## src/rtl/inst_fetch_aligner.sv

```systemverilog
// Fetch aligner: turns word-wide imem reads into whole RV32IC instructions at any halfword PC.
// Optional ALIGN_ILLEGAL_CHK_EN adds o_inst_illegal, flagging the all-zero compressed encoding.
module inst_fetch_aligner #(
  parameter logic [31:0] RESET_PC = 32'h0000_0000
) (
  input  logic        i_clk,
  input  logic        i_rst_n,
  output logic        o_imem_req,
  output logic [31:0] o_imem_addr,
  input  logic [31:0] i_imem_rdata,
  input  logic        i_imem_valid,
  input  logic        i_redirect,
  input  logic [31:0] i_redirect_pc,
  input  logic        i_id_ready,
  output logic        o_inst_valid,
  output logic [31:0] o_inst,
  output logic [31:0] o_inst_pc,
  output logic        o_c_inst_flag
`ifdef ALIGN_ILLEGAL_CHK_EN
  ,
  output logic        o_inst_illegal
`endif
);

  logic [15:0] r_q_data [3];
  logic [31:0] r_q_pc   [3];
  logic [1:0]  r_count;
  logic [31:0] r_fetch_addr;
  logic        r_outstanding;
  logic        r_drop_resp;
  logic        r_skip_lo;
  logic [31:0] r_inst;
  logic [31:0] r_inst_pc;
  logic        r_c_flag;

  logic [15:0] w_q_data_nxt [3];
  logic [31:0] w_q_pc_nxt   [3];
  logic [1:0]  w_count_nxt;
  logic [1:0]  w_pop_n;
  logic [1:0]  w_base;
  logic        w_head_c;
  logic        w_inst_valid;
  logic [31:0] w_inst_cur;
  logic        w_req;
  logic        w_resp;
  logic        w_push;
  logic [31:0] w_resp_addr;

  assign w_head_c     = (r_q_data[0][1:0] != 2'b11);
  assign w_inst_valid = ((r_count != 2'd0) && w_head_c) || ((r_count >= 2'd2) && !w_head_c);
  assign w_inst_cur   = w_head_c ? {16'h0000, r_q_data[0]} : {r_q_data[1], r_q_data[0]};
  assign w_pop_n      = (w_inst_valid && i_id_ready) ? (w_head_c ? 2'd1 : 2'd2) : 2'd0;
  assign w_req        = (r_count <= 2'd1) && !r_outstanding && i_rst_n && !i_redirect;
  // Only a response to our own outstanding request is honoured.
  assign w_resp       = i_imem_valid && r_outstanding;
  assign w_push       = w_resp && !r_drop_resp && !i_redirect;
  // fetch_addr was advanced when the request issued, so the returning word is one behind.
  assign w_resp_addr  = r_fetch_addr - 32'd4;
  assign w_base       = r_count - w_pop_n;

  assign o_imem_req    = w_req;
  assign o_imem_addr   = r_fetch_addr;
  assign o_inst_valid  = w_inst_valid;
  assign o_inst        = w_inst_valid ? w_inst_cur : r_inst;
  assign o_inst_pc     = w_inst_valid ? r_q_pc[0] : r_inst_pc;
  assign o_c_inst_flag = w_inst_valid ? w_head_c : r_c_flag;
`ifdef ALIGN_ILLEGAL_CHK_EN
  assign o_inst_illegal = w_inst_valid && w_head_c && (r_q_data[0] == 16'h0000);
`endif

  always_comb begin
    for (int i = 0; i < 3; i++) begin
      w_q_data_nxt[i] = r_q_data[i];
      w_q_pc_nxt[i]   = r_q_pc[i];
    end
    w_count_nxt = w_base;
    unique case (w_pop_n)
      2'd1: begin
        w_q_data_nxt[0] = r_q_data[1];
        w_q_pc_nxt[0]   = r_q_pc[1];
        w_q_data_nxt[1] = r_q_data[2];
        w_q_pc_nxt[1]   = r_q_pc[2];
      end
      2'd2: begin
        w_q_data_nxt[0] = r_q_data[2];
        w_q_pc_nxt[0]   = r_q_pc[2];
      end
      default: ;
    endcase
    // Request only issues at count<=1, so base<=1 and both halves always fit.
    if (w_push) begin
      if (r_skip_lo) begin
        w_q_data_nxt[w_base] = i_imem_rdata[31:16];
        w_q_pc_nxt[w_base]   = w_resp_addr + 32'd2;
        w_count_nxt          = w_base + 2'd1;
      end else begin
        w_q_data_nxt[w_base]        = i_imem_rdata[15:0];
        w_q_pc_nxt[w_base]          = w_resp_addr;
        w_q_data_nxt[w_base + 2'd1] = i_imem_rdata[31:16];
        w_q_pc_nxt[w_base + 2'd1]   = w_resp_addr + 32'd2;
        w_count_nxt                 = w_base + 2'd2;
      end
    end
  end

  always_ff @(posedge i_clk) begin
    if (!i_rst_n) begin
      for (int i = 0; i < 3; i++) begin
        r_q_data[i] <= 16'h0000;
        r_q_pc[i]   <= 32'h0;
      end
      r_count       <= 2'd0;
      r_fetch_addr  <= {RESET_PC[31:2], 2'b00};
      r_outstanding <= 1'b0;
      r_drop_resp   <= 1'b0;
      r_skip_lo     <= RESET_PC[1];
      r_inst        <= 32'h0;
      r_inst_pc     <= 32'h0;
      r_c_flag      <= 1'b0;
    end else begin
      if (w_inst_valid) begin
        r_inst    <= w_inst_cur;
        r_inst_pc <= r_q_pc[0];
        r_c_flag  <= w_head_c;
      end
      if (i_redirect) begin
        r_count      <= 2'd0;
        r_fetch_addr <= {i_redirect_pc[31:2], 2'b00};
        r_skip_lo    <= i_redirect_pc[1];
        if (r_outstanding) begin
          if (i_imem_valid) begin
            r_outstanding <= 1'b0;
            r_drop_resp   <= 1'b0;
          end else begin
            r_drop_resp <= 1'b1;
          end
        end
      end else begin
        for (int i = 0; i < 3; i++) begin
          r_q_data[i] <= w_q_data_nxt[i];
          r_q_pc[i]   <= w_q_pc_nxt[i];
        end
        r_count <= w_count_nxt;
        if (w_resp) begin
          r_outstanding <= 1'b0;
          r_drop_resp   <= 1'b0;
          if (w_push) r_skip_lo <= 1'b0;
        end
        if (w_req) begin
          r_outstanding <= 1'b1;
          r_fetch_addr  <= r_fetch_addr + 32'd4;
        end
      end
    end
  end

endmodule

```

## config.mk

```make
export PLATFORM = sky130hd
export DESIGN_NAME = inst_fetch_aligner
export DESIGN_NICKNAME = d
export VERILOG_FILES = /design/src/rtl/inst_fetch_aligner.sv
export SDC_FILE = /design/constraint.sdc
export NUM_CORES = 1
export LEC_CHECK = 0
export ABC_AREA = 0
export CAP_MARGIN = 20
export CORE_UTILIZATION = 30
export DETAILED_ROUTE_END_ITERATION = 10
export PLACE_DENSITY_LB_ADDON = 0.2
export SYNTH_ARGS = -nofsm -noshare
export SYNTH_HDL_FRONTEND = slang
export SYNTH_SLANG_ARGS = --single-unit
export TNS_END_PERCENT = 50
```

## constraint.sdc

```tcl
create_clock -name i_clk -period 6.08 [get_ports i_clk]
set_clock_uncertainty 0.15 [all_clocks]
set_input_delay 0.912 -clock i_clk [delete_from_list [all_inputs] [get_ports i_clk]]
set_output_delay 0.912 -clock i_clk [all_outputs]
set_load 0.005 [all_outputs]
```

**After elaboration in Yosys (flattened, before gate mapping)**

Memory sizes are Yosys's and may differ from the RTL's.
Cells that the tools add are included.

- Equal/unequal tests: 4
- Reductions and logical operators: 24
- Multiply operators: 0
- Shift operators: 0
- Bitwise operators: 9
- Order comparisons: 6
- Muxes and demuxes: 52
- Divide/modulo/power cells: 0
- $add $sub $neg: 6

Operator list:

| kind | count |
|---|---|
| 32-bit two-way mux | 11 |
| 96-bit bitwise mux | 3 |
| 96-bit two-way mux | 2 |
| 48-bit bitwise mux | 3 |
| 32-bit demux with 2-bit select | 2 |
| 16-bit two-way mux | 6 |
| 48-bit two-way mux | 2 |
| 16-bit demux with 2-bit select | 2 |
| 32-bit case mux with 2 select lines | 1 |
| 32-bit by 2-bit adder with 32-bit output, second input constant | 1 |
| 32-bit by 3-bit adder with 32-bit output, second input constant | 1 |
| 16-bit case mux with 2 select lines | 1 |
| 32-bit by 3-bit subtractor with 32-bit output, second input constant | 1 |
| 1-bit two-way mux | 15 |
| 1-bit logical AND | 11 |
| 2-bit two-way mux | 4 |
| 2-bit nonzero test | 4 |
| 3-bit greater-or-equal comparator, second input constant | 2 |
| 3-bit by 1-bit less-than comparator with 1-bit output, second input constant | 2 |
| 2-bit NOT with 3-bit output | 2 |
| 1-bit OR | 6 |
| 1-bit logical NOT | 4 |
| 2-bit AND reduction | 2 |
| 3-bit nonzero test | 1 |
| other kinds (12) | 12 |

- Memory bits (read-only): 0
- Bits in registers: 102
- Logic and storage cells: 112
- Memories: 2
- Memory bits (writable): 144
- Output and inout port bits: 99
- Latch bits: 0

Memories:

| memory | words | width | rd ports | clocked after memory_dff | write ports | RTL line | text |
|---|---|---|---|---|---|---|---|
| r_q_pc | 3 | 32 | 3 | 0 | 3 | 26 | `logic [31:0] r_q_pc [3];` |
| r_q_data | 3 | 16 | 3 | 0 | 3 | 25 | `logic [15:0] r_q_data [3];` |

**Logic depth before layout (Yosys ltp)**

Gate-level depths: netlist (run 1).

- Word-level depth: 17
- Gate-level depth with buffers: 15
- Gate-level depth less buffers: 9

**Worst setup path before layout (run 1)**

OpenSTA, ideal clock, no wires.

- Path type: input to register
- Start: in i_imem_valid
- End: mem r_q_data[2][0] (netlist: r_q_data[0][32]), enable pin
- Setup time: 0.520 ns
- Cell stages on the path: 4
- Data arrival time: 4.773 ns
- Data required time: 5.410 ns
- Setup slack: 0.637 ns
- Path buffers: 1
- Cells stage by stage: nand2_1 or2_2 clkbuf_1 o21ai_0

RTL lines:

| element | RTL line | text |
|---|---|---|
| from (decl) | 11 | `input logic i_imem_valid,` |
| to (decl) | 25 |  |

==> impl_metrics.tcl, run 1 <==
set metrics [dict create \
    finalPower_mw 4.23 \
    min_period_ns 4.30 \
    internal_power_mw 3.12 \
    fp.dieArea_um2 46500 \
    drt_wl_total_um 45500 \
    die_w_um 216 \
    synth.most_common_cell "nand2_1" \
    die_y_um 216 \
    outcome "finished, final reports clean" \
    fmax_mhz 233 \
    switching_share_pct 26.3 \
    ys_top_cells_by_area "edfxtp_1, dfxtp_1, nand2_1" \
    drcViolationCount 0 \
    synth_area_per_cell_um2 9.15 \
    synthCells 1497 \
    cts_resized 0 \
    portBuffers 164 \
    critPathLaunchType "flip-flop" \
    cts_tree "yes" \
    synth_edf_count 144 \
    cts_hold_buf 0 \
    hold_viol 0 \
    track_usage_pct 19.0 \
    vias 11800 \
    slew_headroom_pct 29.0 \
    grt_max_degree 72 \
    cts.htree.levels 1 \
    ys_async_sr_fraction_pct 0 \
    postCtsSetupRepairBufs 0 \
    cp-end-kind "output pin" \
    power_frac_clock_pct 42.6 \
    cts_root_buffer "clkbuf_16" \
    row_count 77 \
    rsz0062_at_grt "no" \
    drv_cap 0 \
    leakagePower_nw 6.20 \
    synthFlopType "edfxtp_1" \
    required_ns 5.02 \
    synth_common_cells "nand2_1, edfxtp_1, clkbuf_1" \
    syn_area_um2 13700 \
    max-vdd-ir-drop_v 0.000197 \
    drive_gt1_share_pct 9.19 \
    power_density_nw_per_um2 252 \
    first_pass_iters 6 \
    yosys.area.top_type "edfxtp_1" \
    grt_pass1_wl_um 69300 \
    cts_buffer_depth 3 \
    critPathMaxFanout 32 \
    dp_hpwl_um 29100 \
    seqPwrFrac_pct 45.8 \
    yosysUniqueCellTypes 60 \
    layout.nets 1647 \
    insertion_delay_ns 0.58 \
    clock_sinks 244 \
    boundaryPins 168 \
    crit_arrival_ns 3.24 \
    maxSlewViolCount 0 \
    ys_warn_count 0 \
    place_inst 2134 \
    setup_viol 0 \
    combPwrFrac_pct 11.6 \
    grt_overflow 0 \
    hp-class "flip-flop to flip-flop" \
    crit_type "flip-flop to output pin" \
    fin_tns_setup_ns 0 \
    place.gp.congestion 0.775 \
    antenna_found_initial 3 \
    layout.cells.non_filler 2192 \
    ant_nets 0 \
    drt-initial-drc-count 1012 \
    period_share_pct 70.7 \
    syn2layout_area_growth_pct 22.4 \
    viasPerCell 5.40 \
    clk_pin_slew_ns 0.06 \
    grt_pass1_vias 11100 \
    cts_buffers 30 \
    worst_pin_slew_ns 1.04 \
    yosysTopAreaCellShare_pct 31.6 \
    p_sw_mw 1.11 \
    wl_per_cell_um 20.8 \
    initial_core_util_pct 30.7 \
    ys_ff_latch 244 \
    core_area_um2 44600 \
    seq_area_frac_synth_pct 46.2 \
]
[metal layers]
layer	track usage [%]	up-vias	wire length (um)	part of all wire (%)
met5	0	-	21	0.046
met4	3.76	4	665	1.5
met3	4.10	49	3450	7.6
met2	27.3	366	19100	42
met1	28.7	5782	22300	49
li1	-	5630	-	-
[flip-flops by register name (all words and copies together) (netlist names)]
name,cells
o_imem_addr,30
r_c_flag,1
r_count,2
r_drop_resp,1
r_inst,32
r_inst_pc,32
r_outstanding,1
r_q_data,48
r_q_pc,96
r_skip_lo,1
[power by group through the flow]
stage | combinational (mW) | sequential [mW] | clock (mW)
floorplan | 0.314 | 1.91 | 0
global route | 0.534 | 1.94 | 1.90
detailed placement | 0.488 | 1.97 | 0
CTS | 0.490 | 1.93 | 1.85
finish | 0.489 | 1.93 | 1.80
global placement | 0.481 | 1.96 | 0
[critical path, cell delays in order (launching register included)]
cell and delay [ns]:
edfxtp_1 0.55, nand2_1 0.19, a21oi_4 0.19, clkinv_1 0.55
buf_4 0.48, nand2_1 0.11, nand2_1 0.09, clkdlybuf4s50_1 0.48
[metrics by stage]
| stage | instance area, um^2 | util (%) | hold slack [ns] | setup WS [ns] |
|---|---|---|---|---|
| after CTS | 16700 | 37.5 | 0.369 | 1.72 |
| after global routing | 16800 | 37.6 | 0.398 | 1.51 |
| final | 16800 | 37.6 | 0.360 | 1.78 |
| after global placement | 15800 | 35.3 | 0.324 | 1.33 |
| after floorplan | 13700 | - | 0.308 | 0.637 |
| after detailed placement | 15800 | 35.3 | 0.346 | 1.28 |
[worst paths after layout]
path | cells after the start | from | slack, ns | endpoint
hold / removal | 2 | r_drop_resp | 0.36 | r_drop_resp
setup / recovery | 7 | r_q_data[0][0] | 1.78 | o_inst_pc[31]
hold reg to reg | 2 | r_drop_resp | 0.36 | r_drop_resp
setup reg to reg | 10 | r_count[1] | 2.34 | r_q_pc[0][12]
[area by class of cell]
| type | count | area [um^2] |
|---|---|---|
| inverters | 11 | 42.5 |
| fillers | 4484 | 27800 |
| well taps | 592 | 741 |
| flip-flops and latches | 244 | 6330 |
| repair buffers | 193 | 1860 |
| clock inverters | 7 | 40.0 |
| multi-input cells | 1095 | 6790 |
| diodes | 1 | 2.50 |
| clock buffers | 49 | 955 |
[cells by family (layout without fill, tap and decap cells)]
group           after synthesis  count (layout)  share of synthesized area [%]
simple gates                574             574                           19.9
compound gates              384             384                           19.4
flops                       244             244                           46.2
buf+inv                     159             260                           4.63
mux                          73              73                           5.77
xor+xnor                     59              59                           3.77
fa+ha+maj                     3               3                          0.274
other cells                   1               3                         0.0274
[cells in the final DEF, fill, tap and decap left out, drive strengths merged, types with 8 or more instances in the layout]
master         count
a211o             15
a211oi            68
a21oi             70
a222oi            24
a22o              39
a22oi             14
a2bb2oi           16
a311oi             8
and2              76
and3              15
buf               30
clkbuf            49
clkdlybuf4s50    163
clkinv             9
dfxtp            100
edfxtp           144
inv                9
mux2              45
mux2i             28
nand2            272
nand2b            20
nand3             20
nand4             15
nor2              85
nor3              36
nor4              17
o21ai             88
o221ai            16
o22ai             19
xnor2             38
xor2              21
Power figures use the tool's default switching activity.
==> run 2, diff against run 1 <==
clock period = 3.95 ns   (was 6.08 ns; I/O delays follow)
==> impl_metrics.tcl, run 2 (synthesis results as in run 1) <==
set metrics [dict create \
    hp-class "flip-flop to flip-flop" \
    clk_pin_slew_ns 0.06 \
    worstReg2RegEnd "r_q_pc[0][93]" \
    die_y_um 216 \
    finalPower_mw 6.63 \
    slowest_stage "buf_4" \
    critPathMaxFanout 64 \
    fp.dieArea_um2 46500 \
    combPwrFrac_pct 11.5 \
    maxSlewViolCount 0 \
    grt_pass1_wl_um 68000 \
    cts.htree.levels 1 \
    critPathLaunchType "flip-flop" \
    setup_viol 0 \
    viasPerCell 5.30 \
    boundaryPins 168 \
    die_w_um 216 \
    vias 11700 \
    max-vdd-ir-drop_v 0.000303 \
    drcViolationCount 0 \
    syn2layout_area_growth_pct 23.7 \
    critical-path-max-stage-delay_ns 0.58 \
    cts_buffers 30 \
    postCtsSetupRepairBufs 0 \
    r2r_start "r_count[1]" \
    outcome "finished, final reports clean" \
    power_density_nw_per_um2 391 \
    final_common_cell "nand2_1" \
    rrSetupSlack_ns 0.91 \
    crit_type "flip-flop to output pin" \
    row_count 77 \
    preCtsSetupSlack_ns 0.339 \
    use_met1_pct 29.7 \
    portBuffers 164 \
    min_period_ns 3.57 \
    antenna_found_initial 0 \
    wl_per_cell_um 20.2 \
    ant_nets 0 \
    dpl_cell_area_um2 15900 \
    grtUsageMet3_pct 2.76 \
    setup_slack_ns 0.383 \
    whs_endpoint "r_drop_resp" \
    initial_core_util_pct 30.7 \
    top_usage_layer "met1" \
    first_pass_iters 7 \
    grt_max_degree 70 \
    design_area_um2 16900 \
    leakagePower_nw 6.31 \
    crit_arrival_ns 2.82 \
    crit_family "buffers and inverters" \
    met2_usage_pct 25.7 \
    top_regs "r_q_pc: 96 flops, r_q_data: 48 flops" \
    whs_ns 0.348 \
    fin_util_pct 38.0 \
    rsz0062_at_grt "no" \
    clock_sinks 244 \
    layout.cells.non_filler 2202 \
    grt_overflow 0 \
    place_inst 2145 \
    place.gp.congestion 0.837 \
    worst_pin_slew_ns 0.902 \
    cp_cell_sequence "nand2_1 -> a21oi_4 -> buf_4 -> a22o_1 -> clkdlybuf4s50_1" \
    fillers 4500 \
    largest_reg_flops 96 \
    cp-end-kind "output pin" \
    p_sw_mw 1.70 \
    fmax_mhz 280 \
    drv_cap 0 \
    cts_resized 0 \
    switching_share_pct 25.7 \
    drt_wl_total_um 44500 \
    required_ns 3.21 \
    whs_path_depth 2 \
    seqPwrFrac_pct 45.0 \
    track_usage_pct 18.5 \
    layout.nets 1658 \
    drive_gt1_share_pct 10.1 \
    fin_tns_setup_ns 0 \
    hp-start "r_drop_resp" \
    drt-initial-drc-count 959 \
    dp_hpwl_um 29700 \
    cts_root_buffer "clkbuf_16" \
    power_frac_clock_pct 43.6 \
    slew_headroom_pct 39.9 \
    internal_power_mw 4.92 \
    reg2reg_depth 11 \
    regMostFlops "r_q_pc" \
    core_area_um2 44600 \
    cts_tree "yes" \
    cts_hold_buf 0 \
    cts_buffer_depth 3 \
    grt_pass1_vias 10800 \
    hold_viol 0 \
    period_share_pct 90.3 \
    diodes 0 \
    insertion_delay_ns 0.57 \
    crit_buf_inv 2 \
    mostFrequentLayoutCells "nand2_1, clkdlybuf4s50_1, edfxtp_1" \
]
run 2: changes by cell type in the layout (fill, tap and decap cells not counted), sizes merged:
cell | before | now
clkinv | 9 | 15
inv | 9 | 8
diode | 1 | 0
buf | 30 | 41
bufinv | 0 | 2
clkbuf | 49 | 42
run 2: cell type report:
cell class	count	area (um^2)	share of cell area [%]
well taps	592	741	4.37
repair buffers	204	2000	11.8
flip-flops and latches	244	6330	37.3
clock inverters	14	119	0.701
multi-input cells	1095	6790	40.1
clock buffers	42	928	5.48
inverters	11	42.5	0.251
run 2: how the worst max path moves through the flow:
stage / startpoint / to / slack, ns / cells past startpoint
finish: r_q_data[0][0] / o_inst[18] / 0.38 / 5
global route: r_q_data[0][0] / o_inst_pc[17] / 0.23 / 6
floorplan: i_imem_valid / r_q_data[0][32] / 0.13 / 4
detailed placement: i_id_ready / r_q_pc[0][92] / 0.34 / 12
CTS: r_q_data[0][0] / o_inst[18] / 0.30 / 5
global placement: i_id_ready / r_q_pc[0][89] / 0.37 / 12
run 2: worst min-delay path: stages (launching register included):
cell and delay, ns:
dfxtp_1 0.33, a21oi_1 0.04, nor2_1 0.09
run 2: power groups by stage:
stage | clock network [mW] | registers, mW | logic, mW
6_report | 2.89 | 2.98 | 0.760
5_1_grt | 3.07 | 2.99 | 0.829
4_1_cts | 2.97 | 2.97 | 0.762
3_5_place_dp | 0 | 3.03 | 0.759
3_3_place_gp | 0 | 3.02 | 0.748
2_1_floorplan | 0 | 2.94 | 0.483
run 2: routing by layer:
layer	vias to the layer above	routed length [um]	share of wire, %
li1	5663	-	-
met1	5613	22700	51
met2	359	18400	41
met3	38	2800	6.3
met4	0	648	1.5
met5	-	0	0
